[src/rtl/clarvi_slice_pkg.sv]
`default_nettype none
// ============================================================================
//  Module  : clarvi_slice_pkg
//  Brief   : Shared types and constants for the part-sliced 64-bit ALU.
//  Revision: 1.0
// ============================================================================
package clarvi_slice_pkg;

    localparam int PART_WIDTH = 16;
    localparam int NUM_PARTS  = 4;

    typedef enum logic [2:0] {
        OP_ADD  = 3'd0,
        OP_SUB  = 3'd1,
        OP_AND  = 3'd2,
        OP_OR   = 3'd3,
        OP_XOR  = 3'd4,
        OP_SLT  = 3'd5,
        OP_SLTU = 3'd6
    } alu_op_t;

    typedef logic [1:0] seq_state_t;
    localparam logic [1:0] S_IDLE = 2'd0;
    localparam logic [1:0] S_EXEC = 2'd1;
    localparam logic [1:0] S_WB   = 2'd2;
    localparam logic [1:0] S_DONE = 2'd3;

    function automatic logic op_is_compare(input alu_op_t op);
        return (op == OP_SLT) || (op == OP_SLTU);
    endfunction

    // Subtract-style ops run as a + ~b + 1 across the parts.
    function automatic logic op_inverts_b(input alu_op_t op);
        return (op == OP_SUB) || op_is_compare(op);
    endfunction

endpackage
`default_nettype wire

[src/rtl/clarvi_slice_alu_unit.sv]
`default_nettype none
// ============================================================================
//  Module  : clarvi_slice_alu_unit
//  Brief   : Combinational one-part ALU slice with carry in/out and overflow.
//  Revision: 1.0
// ============================================================================
module clarvi_slice_alu_unit
    import clarvi_slice_pkg::*;
#(
    parameter int WIDTH = 16
) (
    input  logic [WIDTH-1:0] a,
    input  logic [WIDTH-1:0] b,
    input  logic             carry_in,
    input  alu_op_t          op,
    output logic [WIDTH-1:0] result,
    output logic             carry_out,
    output logic             overflow
);

    logic [WIDTH:0] sum;

    assign sum       = {1'b0, a} + {1'b0, b} + {{WIDTH{1'b0}}, carry_in};
    assign carry_out = sum[WIDTH];
    // Signed overflow of this slice, meaningful only for the top part.
    assign overflow  = (a[WIDTH-1] == b[WIDTH-1]) && (sum[WIDTH-1] != a[WIDTH-1]);

    always_comb begin
        result = sum[WIDTH-1:0];
        case (op)
            OP_AND:  result = a & b;
            OP_OR:   result = a | b;
            OP_XOR:  result = a ^ b;
            default: result = sum[WIDTH-1:0];
        endcase
    end

endmodule
`default_nettype wire

[src/rtl/clarvi_slice_alu_seq.sv]
`default_nettype none
// ============================================================================
//  Module  : clarvi_slice_alu_seq
//  Brief   : Multi-cycle 64-bit ALU walking 16-bit register parts with carry.
//  Revision: 1.0
// ============================================================================
module clarvi_slice_alu_seq #(
    parameter int PART_WIDTH     = 16,
    parameter int NUM_PARTS      = 4,
    parameter int REG_ADDR_WIDTH = 5
) (
    input  logic                         clock,
    input  logic                         reset,
    input  logic                         start,
    input  logic [2:0]                   op,
    input  logic [REG_ADDR_WIDTH-1:0]    rs1,
    input  logic [REG_ADDR_WIDTH-1:0]    rs2,
    input  logic [REG_ADDR_WIDTH-1:0]    rd,
    output logic                         busy,
    output logic                         done,
    output logic                         flag_zero,
    output logic                         flag_carry,
    output logic [$clog2(NUM_PARTS)-1:0] fetch_part,
    output logic [REG_ADDR_WIDTH-1:0]    fetch_register_1,
    output logic [REG_ADDR_WIDTH-1:0]    fetch_register_2,
    input  logic [PART_WIDTH-1:0]        data_in_1,
    input  logic [PART_WIDTH-1:0]        data_in_2,
    output logic [$clog2(NUM_PARTS)-1:0] write_part,
    output logic [REG_ADDR_WIDTH-1:0]    write_register,
    output logic [PART_WIDTH-1:0]        write_data,
    output logic                         write_enable
);
    import clarvi_slice_pkg::*;

    localparam int CTR_W = $clog2(NUM_PARTS);

    seq_state_t                state;
    alu_op_t                   op_reg;
    logic [REG_ADDR_WIDTH-1:0] rs1_reg;
    logic [REG_ADDR_WIDTH-1:0] rs2_reg;
    logic [REG_ADDR_WIDTH-1:0] rd_reg;
    logic [CTR_W-1:0]          part_ctr;
    logic                      carry_reg;
    logic                      lt_reg;
    logic                      zero_acc;

    logic [PART_WIDTH-1:0]     alu_b;
    logic [PART_WIDTH-1:0]     alu_result;
    logic                      alu_carry;
    logic                      alu_ovf;
    logic                      last_part;
    logic                      accept;
    logic                      is_cmp;
    logic                      part_zero;

    assign is_cmp    = op_is_compare(op_reg);
    assign alu_b     = op_inverts_b(op_reg) ? ~data_in_2 : data_in_2;
    assign last_part = (part_ctr == CTR_W'(NUM_PARTS - 1));
    assign accept    = start && ((state == S_IDLE) || (state == S_DONE));
    assign part_zero = (alu_result == '0);

    clarvi_slice_alu_unit #(
        .WIDTH     (PART_WIDTH)
    ) u_alu (
        .a         (data_in_1),
        .b         (alu_b),
        .carry_in  (carry_reg),
        .op        (op_reg),
        .result    (alu_result),
        .carry_out (alu_carry),
        .overflow  (alu_ovf)
    );

    always_ff @(posedge clock) begin
        if (reset) begin
            state      <= S_IDLE;
            op_reg     <= OP_ADD;
            rs1_reg    <= '0;
            rs2_reg    <= '0;
            rd_reg     <= '0;
            part_ctr   <= '0;
            carry_reg  <= 1'b0;
            lt_reg     <= 1'b0;
            zero_acc   <= 1'b0;
            flag_zero  <= 1'b0;
            flag_carry <= 1'b0;
        end else begin
            case (state)
                S_IDLE, S_DONE: begin
                    if (accept) begin
                        op_reg    <= alu_op_t'(op);
                        rs1_reg   <= rs1;
                        rs2_reg   <= rs2;
                        rd_reg    <= rd;
                        part_ctr  <= '0;
                        carry_reg <= op_inverts_b(alu_op_t'(op));
                        zero_acc  <= 1'b1;
                        state     <= S_EXEC;
                    end else begin
                        state     <= S_IDLE;
                    end
                end
                S_EXEC: begin
                    carry_reg <= alu_carry;
                    zero_acc  <= zero_acc & part_zero;
                    part_ctr  <= last_part ? '0 : part_ctr + 1'b1;
                    if (last_part) begin
                        flag_zero  <= zero_acc & part_zero;
                        flag_carry <= alu_carry;
                        // Unsigned: borrow is the inverted carry; signed: sign xor overflow.
                        lt_reg     <= (op_reg == OP_SLTU) ? ~alu_carry
                                                          : (alu_result[PART_WIDTH-1] ^ alu_ovf);
                        state      <= is_cmp ? S_WB : S_DONE;
                    end
                end
                S_WB: begin
                    part_ctr <= last_part ? '0 : part_ctr + 1'b1;
                    if (last_part) begin
                        state <= S_DONE;
                    end
                end
                default: state <= S_IDLE;
            endcase
        end
    end

    always_comb begin
        busy             = (state == S_EXEC) || (state == S_WB);
        done             = (state == S_DONE);
        fetch_part       = '0;
        fetch_register_1 = '0;
        fetch_register_2 = '0;
        write_part       = '0;
        write_register   = '0;
        write_data       = '0;
        write_enable     = 1'b0;
        if (busy) begin
            fetch_part       = part_ctr;
            fetch_register_1 = rs1_reg;
            fetch_register_2 = rs2_reg;
            write_part       = part_ctr;
            write_register   = rd_reg;
        end
        if (state == S_EXEC && !is_cmp) begin
            write_data   = alu_result;
            write_enable = (rd_reg != '0);
        end else if (state == S_WB) begin
            write_data   = (part_ctr == '0) ? {{(PART_WIDTH-1){1'b0}}, lt_reg} : '0;
            write_enable = (rd_reg != '0);
        end
    end

endmodule
`default_nettype wire

[config.mk]
export PLATFORM = sky130hd
export DESIGN_NAME = clarvi_slice_alu_seq
export DESIGN_NICKNAME = d
export VERILOG_FILES = /design/src/rtl/clarvi_slice_pkg.sv /design/src/rtl/clarvi_slice_alu_unit.sv /design/src/rtl/clarvi_slice_alu_seq.sv
export SDC_FILE = /design/constraint.sdc
export NUM_CORES = 1
export LEC_CHECK = 0
export ABC_CLOCK_PERIOD_IN_PS = 5300
export CORE_MARGIN = 2
export CORE_UTILIZATION = 50
export CTS_BUF_LIST = sky130_fd_sc_hd__clkbuf_4 sky130_fd_sc_hd__clkbuf_8
export DETAILED_ROUTE_END_ITERATION = 10
export PLACE_DENSITY = 0.91
export SYNTH_ARGS = -nofsm -noshare
export SYNTH_HDL_FRONTEND = slang
export SYNTH_SLANG_ARGS = --single-unit
[constraint.sdc]
create_clock -name clock -period 5.3 [get_ports clock]
set_input_delay 0.795 -clock clock [delete_from_list [all_inputs] [get_ports clock]]
set_output_delay 0.795 -clock clock [all_outputs]
set_load 0.1 [all_outputs]
Yosys cells after proc, flatten, opt, wreduce, memory -nomap -nowiden
Index checks and enable logic that the tools add are counted.
- word-level logic and storage cells: 84
- memory bits (read-only): 0
- memories kept: 0
- register bits: 27
- latch bits: 0
- RAM bits: 0
- input port bits: 53
- output and inout bits: 40
- magnitude comparators: 0
- bitwise logic cells: 7
- $mul: 0
- divide/modulo/power cells: 0
- equality and inequality tests: 18
- reductions and logical operators: 21
- $add $sub $neg: 3
- muxes and demuxes: 24
- shifts and indexed selects: 0
- operators with widths (cell ; count):
    one-hot mux 16 bit (3 select lines) ; 1
    two-way mux 16 bit ; 2
    adder 16 x 16 -> 17 bit ; 1
    adder 17 x 1 -> 17 bit ; 1
    AND 16 bit ; 1
    logical NOT 16 bit ; 1
    NOT 16 bit ; 1
    OR 16 bit ; 1
    XOR 16 bit ; 1
    == test 3 bit, second input constant ; 5
    two-way mux 5 bit ; 3
    two-way mux 2 bit ; 5
    two-way mux 1 bit ; 9
    AND reduction 2 bit ; 4
    == test 2 bit, second input constant ; 3
    == test 3 x 1 -> 1 bit, second input constant ; 2
    == test 3 x 2 -> 1 bit, second input constant ; 2
    logical OR 1 bit ; 6
    inequality test 2 bit, second input constant ; 3
    one-hot mux 2 bit (3 select lines) ; 1
    nonzero test 5 bit ; 1
    logical NOT 2 bit ; 2
    one-hot mux 1 bit (2 select lines) ; 2
    one-hot mux 2 bit (2 select lines) ; 1
    other kinds (11) ; 14

Depth between registers and ports, before layout
- depth in word-level cells: 10
- depth in mapped cells: 18
- mapped depth without buffers: 15

By module
From an unflattened synthesis, not the netlist that was laid out.
- cells, all modules: 481
- area total of the unflattened synthesis: 3483.3 um^2
- by module, submodules not included (module ; seq. area each (um^2) ; cells each ; instances ; area each (um^2)):
    clarvi_slice_alu_unit ; 0.0 ; 274 ; 1 ; 1764.2
    clarvi_slice_alu_seq ; 540.5 ; 207 ; 1 ; 1719.1

Worst setup path before layout
No wires, ideal clock.
- path type: flip-flop to output port
- start point: register op_reg[0]
- end point: output port write_data[9]
- stages on the path, launching flop included: 15
- slack: -438 ps
- buffers on the path: 3
- data required time: 4505 ps
- arrival: 4943 ps
- path through: dfxtp_1 > buf_4 > clkbuf_1 > inv_1 > nand3_1 > nand2_1 > buf_2 > xor2_1 > inv_1 > ha_1 > o211ai_1 > a311o_1 > a21oi_1 > mux2i_1 > nor3_1
- cells in the longest elaborated chain, start to end: 8
- elaborated cells on any way between the ends: 18
- classes of those cells: add/sub (2); eq/ne (6); mux (3); bitwise (3); reduce/logical (4)
- ends and longest elaborated chain (element ; line ; source):
    start: declaration ; clarvi_slice_alu_seq.sv:38 ; alu_op_t op_reg;
    start signal: assignment ; clarvi_slice_alu_seq.sv:91 ; op_reg <= alu_op_t'(op);
    == test 3 bit ; clarvi_slice_pkg.sv:29 ; return (op == OP_SLT) || (op == OP_SLTU);
    logical OR 1 bit ; clarvi_slice_pkg.sv:29 ;
    logical OR 1 bit ; clarvi_slice_pkg.sv:34 ; return (op == OP_SUB) || op_is_compare(op);
    two-way mux 16 bit ; clarvi_slice_alu_seq.sv:57 ; assign alu_b = op_inverts_b(op_reg) ? ~data_in_2 : data_in_2;
    adder 16 x 16 -> 17 bit ; clarvi_slice_alu_unit.sv:23 ; assign sum = {1'b0, a} + {1'b0, b} + {{WIDTH{1'b0}}, carry_in};
    adder 17 x 1 -> 17 bit ; clarvi_slice_alu_unit.sv:23 ;
    one-hot mux 16 bit (3 select lines) ; clarvi_slice_alu_unit.sv:30 ; case (op)
    two-way mux 16 bit * ; clarvi_slice_alu_seq.sv:144 ; if (state == S_EXEC && !is_cmp) begin
    end: declaration ; clarvi_slice_alu_seq.sv:30 ; output logic [PART_WIDTH-1:0] write_data,
Mark *: on every way between the ends. The rest lies on a longest branch, timed or not.

Worst setup path in the final report
- start point: register op_reg[0]
- end point: output port write_data[15]
The elaborated chain is that of the path after synthesis.

==> results.md <==
| Quantity | Reported | Unit |
|---|---|---|
| CTS root buffer | sky130_fd_sc_hd__clkbuf_8 | - |
| Syn Inst Count | 467 | - |
| Placeable core area | 0.00639 | sq mm |
| DRC errors left | 0 | - |
| Post-CTS resize count | 0 | - |
| CTS Buf Count | 3 | - |
| Sequential share of the synthesized area | 16.4 | % |
| Result of the run | completed | - |
| Fraction of the mapped netlist area in adder cells | 15.2 | % |
| Launch point of the worst reg-to-reg path | op_reg[0] | - |
| Final core utilization | 67.8 | % |
| # clock sinks | 27 | - |
| Data required time of the worst path | 4.51 | ns |
| Post-Route Skew | 0.00570 | ns |
| Initial Util | 51.7 | % |
| Distinct cell type count of the synthesized netlist | 65 | - |
| Critical path launch point | op_reg[0] | - |
| Simple-Gate Fraction of Synth Area | 25.8 | % |
| Flip-flop and latch count after synthesis | 27 | - |
| Pins Over Slew Limit | 0 | - |
| Via count | 3621 | - |
| Die Footprint | 0.00727 | sq mm |
| Transition at the pin with the smallest max-transition slack | 1.06 | ns |
| Synthesized area divided by synthesized cell count | 7.07 | sq um |
| Largest driver fanout on the critical path | 6 | - |
| CTS HTree Levels | 1 | - |
| Congestion Overflow GR | 0 | - |
| Fin crit period | 4.82 | ns |
| Vias in the first global route | 3398 | - |
| Max Cap Violations | 0 | - |
| Antenna diode instance count | 0 | - |
| GPL Wtd Cong | 0.906 | - |
| Kind of start point of the critical path | flip-flop | - |
| Critical Path End Type | output port | - |
| Pwr/cell area | 580 | mW/mm^2 |
| Height of the die | 85.3 | um |
| RSZ-0062 raised after global routing | no | - |
| Rows | 29 | - |
| Share of layout cells above drive strength 1 | 7.42 | % |
| Maximum clock frequency | 207 | MHz |
| Layout-stage area growth over the synthesis result | 31.1 | % |
| Final setup violation count | 0 | - |
| Nets | 632 | - |
| Synthesized-area fraction occupied by ao, oa, aoi and oai cells | 25.7 | % |
| Chip width | 85.3 | um |
| Number of enable-type register cells in the synthesized netlist | 0 | - |
| Number of buffers on the longest clock path | 2 | - |
| Detailed Route WL | 10000 | um |
| Reg2Reg Depth | 16 | - |
| Post-Syn Nets | 559 | - |
| Wire length of the first global-routing pass | 16300 | um |
| Placed wire-length estimate | 7770 | um |
| Setup slack of the most critical reg-to-reg path | 0.92 | ns |
| FF-to-FF End | flag_zero | - |
| Dominant cell type by count on the critical path | sky130_fd_sc_hd__inv_1 | - |
| Largest family of logic cells by synthesized area | simple AND/OR/NAND/NOR gates | - |
| Setup_tns | 0 | ns |
| TritonCTS clock tree | built | - |
| Per-cell via count in the routed design | 5.88 | - |
| Clk pin slew, worst setup/hold paths | 0.10 | ns |
| Most used flip-flop cell after synthesis | sky130_fd_sc_hd__dfxtp_1 | - |
| Standard cell with the maximum stage delay on the critical path | sky130_fd_sc_hd__a2111oi_1 | - |
| Total global-route track usage | 27.1 | % |
| Leakage power | 0.00188 | uW |
| Iteration-0 DRC count of the detailed router | 235 | - |
| Clock latency on the worst-skew pair | 0.27 | ns |
| Chain of cells forming the critical path | inv_1, nand3_1, nand2_1, buf_4, xor2_1, inv_1, ha_1, o211ai_1, a311o_1, a2111oi_1, nor2_1, xnor2_1, a21oi_1, nor2_2, buf_12 | - |
| Warning count from the yosys run | 0 | - |
| Final count of hold timing violations | 0 | - |
| Data arrival, critical path | 4.03 | ns |
| Biggest cell delay along the critical path | 0.54 | ns |
| Number of primary I/O pins | 93 | - |
| Async set-or-reset flop fraction in the synthesized netlist | 0 | % |
| Setup crit end | write_data[15] | - |
| # port buffers | 92 | - |
| Maximum VDD drop | 0.608 | mV |
| Classification of the worst-slack hold path | reg2reg | - |
| Post-route clock period utilization | 91.0 | % |
| Critical path class | reg2out | - |
| Antenna violation net count after detailed routing | 0 | - |
| Detailed-routing iteration count for the pre-antenna-repair pass | 7 | - |
| Number of antenna violations at the first check in global routing | 0 | - |
| Multiplexer share of the synthesized area | 1.25 | % |
| Hold-fix buffers, CTS | 0 | - |
| Buffer count from post-CTS setup fixing | 0 | - |
| Synth Area in XOR/XNOR | 6.10 | % |
| Largest net degree at the start of global routing | 29 | - |
| Max transition margin | 29.0 | % |
| Synthesized cell area | 0.00330 | sq mm |
| Wire length per cell after detailed routing | 16.2 | um |
==> per-layer routing <==
layer / track usage [%] / up-vias / wire length [um]
li1: - / 1767 / -
met2: 47.9 / 171 / 4940
met1: 35.9 / 1668 / 4170
met3: 2.33 / 15 / 751
met5: 0 / - / 0
met4: 5.34 / 0 / 149
==> layout make-up <==
cell class              instances  area, sq um
clock buffers                   3         41.3
inverters                      43          161
well taps                      77         96.3
fillers                       548         2060
multi-input cells             366         2460
flip-flops and latches         27          541
repair buffers                 99         1020
clock inverters                 1         7.51
==> through the flow <==
stage,setup WS (ns),power [uW],hold WS (ns),cells,area [sq um]
after CTS,0.506,2500,0.460,616,4330
final,0.478,2510,0.458,616,4330
after floorplan,0.0618,1880,0.432,467,3320
after global routing,0.180,2660,0.471,616,4330
after global placement,0.627,2340,0.438,612,4280
after detailed placement,0.555,2370,0.445,612,4280
==> cells in the final DEF, fill, tap and decap left out, drive strengths merged, types with 4 or more instances in the layout <==
cell type / count
or3: 6
nor2b: 20
clkdlybuf4s50: 76
inv: 43
a22oi: 10
xnor2: 6
nand2b: 10
xor2: 17
dfxtp: 27
o21ai: 12
nor4b: 4
o211ai: 4
o22ai: 8
buf: 23
nor2: 30
o22a: 4
nand4: 5
nand3: 10
nor3: 7
nand2: 66
ha: 37
a21oi: 54
a21o: 7
o31ai: 5
==> worst min-delay path by stage <==
| stage | start | endpoint | slack, ns | depth (start not counted) |
|---|---|---|---|---|
| 2_1_floorplan | rs1_reg[0] | rs1_reg[0] | 0.43 | 2 |
| 3_3_place_gp | rs2_reg[2] | rs2_reg[2] | 0.44 | 2 |
| 3_5_place_dp | rs2_reg[4] | rs2_reg[4] | 0.44 | 2 |
| 4_1_cts | rs2_reg[4] | rs2_reg[4] | 0.46 | 2 |
| 5_1_grt | rs2_reg[3] | rs2_reg[3] | 0.47 | 2 |
| 6_report | rs2_reg[4] | rs2_reg[4] | 0.46 | 2 |
==> power breakdown <==
group,internal (uW),switching [uW],leakage [uW]
sequential,254,33.5,0.000221
combinational,626,1480,0.00164
clock,53.4,68.3,0.0000217
total,933,1580,0.00188
==> Yosys cell counts, types with 2 or more instances <==
cell	instances	share of area, %
sky130_fd_sc_hd__nand2_1	66	7.5
sky130_fd_sc_hd__a21oi_1	54	8.2
sky130_fd_sc_hd__inv_1	43	4.9
sky130_fd_sc_hd__ha_1	37	14
sky130_fd_sc_hd__nor2_1	29	3.3
sky130_fd_sc_hd__dfxtp_1	27	16
sky130_fd_sc_hd__nor2b_1	19	3.6
sky130_fd_sc_hd__clkbuf_1	18	2.0
sky130_fd_sc_hd__xor2_1	17	4.5
sky130_fd_sc_hd__a22oi_1	10	2.3
sky130_fd_sc_hd__nand3_1	10	1.5
sky130_fd_sc_hd__o21ai_0	10	1.5
sky130_fd_sc_hd__nand2b_1	9	1.7
sky130_fd_sc_hd__o22ai_1	8	1.5
sky130_fd_sc_hd__a21o_1	7	1.6
sky130_fd_sc_hd__nor3_1	7	1.1
sky130_fd_sc_hd__or3_1	6	1.1
sky130_fd_sc_hd__xnor2_1	6	1.6
sky130_fd_sc_hd__buf_4	5	1.1
sky130_fd_sc_hd__nand4_1	5	0.95
sky130_fd_sc_hd__o31ai_1	5	1.1
sky130_fd_sc_hd__buf_2	4	0.61
sky130_fd_sc_hd__o211ai_1	4	0.91
sky130_fd_sc_hd__o22a_1	4	1.1
sky130_fd_sc_hd__a31oi_1	3	0.57
sky130_fd_sc_hd__mux2i_1	3	0.91
sky130_fd_sc_hd__nor4b_1	3	0.80
sky130_fd_sc_hd__a221o_1	2	0.61
sky130_fd_sc_hd__a221oi_1	2	0.53
sky130_fd_sc_hd__a311o_1	2	0.61
sky130_fd_sc_hd__a311oi_1	2	0.53
sky130_fd_sc_hd__and2_1	2	0.38
sky130_fd_sc_hd__buf_6	2	0.68
sky130_fd_sc_hd__fa_1	2	1.2
sky130_fd_sc_hd__o21a_1	2	0.45
sky130_fd_sc_hd__o221ai_1	2	0.53
sky130_fd_sc_hd__o311ai_1	2	0.53
==> cells by family (layout without fill, tap and decap cells) <==
family                     Yosys count  in the layout
AOI/OAI and AO/OA                  130            130
xor gates and xnor gates            23             23
adders and majority gates           39             39
buffers and inverters               74            146
DFF                                 27             27
muxes                                4              4
and+or+nand+nor                    170            170
==> worst max-delay path: cells and delay by family, from the launching register on <==
kind / cells / cell delay [ns]
xor gates and xnor gates: 2 / 0.37
DFF: 1 / 0.32
adders and majority gates: 1 / 0.38
AOI/OAI and AO/OA: 4 / 1.41
and+or+nand+nor: 4 / 0.63
buffers and inverters: 4 / 0.63
No activity file was read; power rests on OpenSTA's default activity.
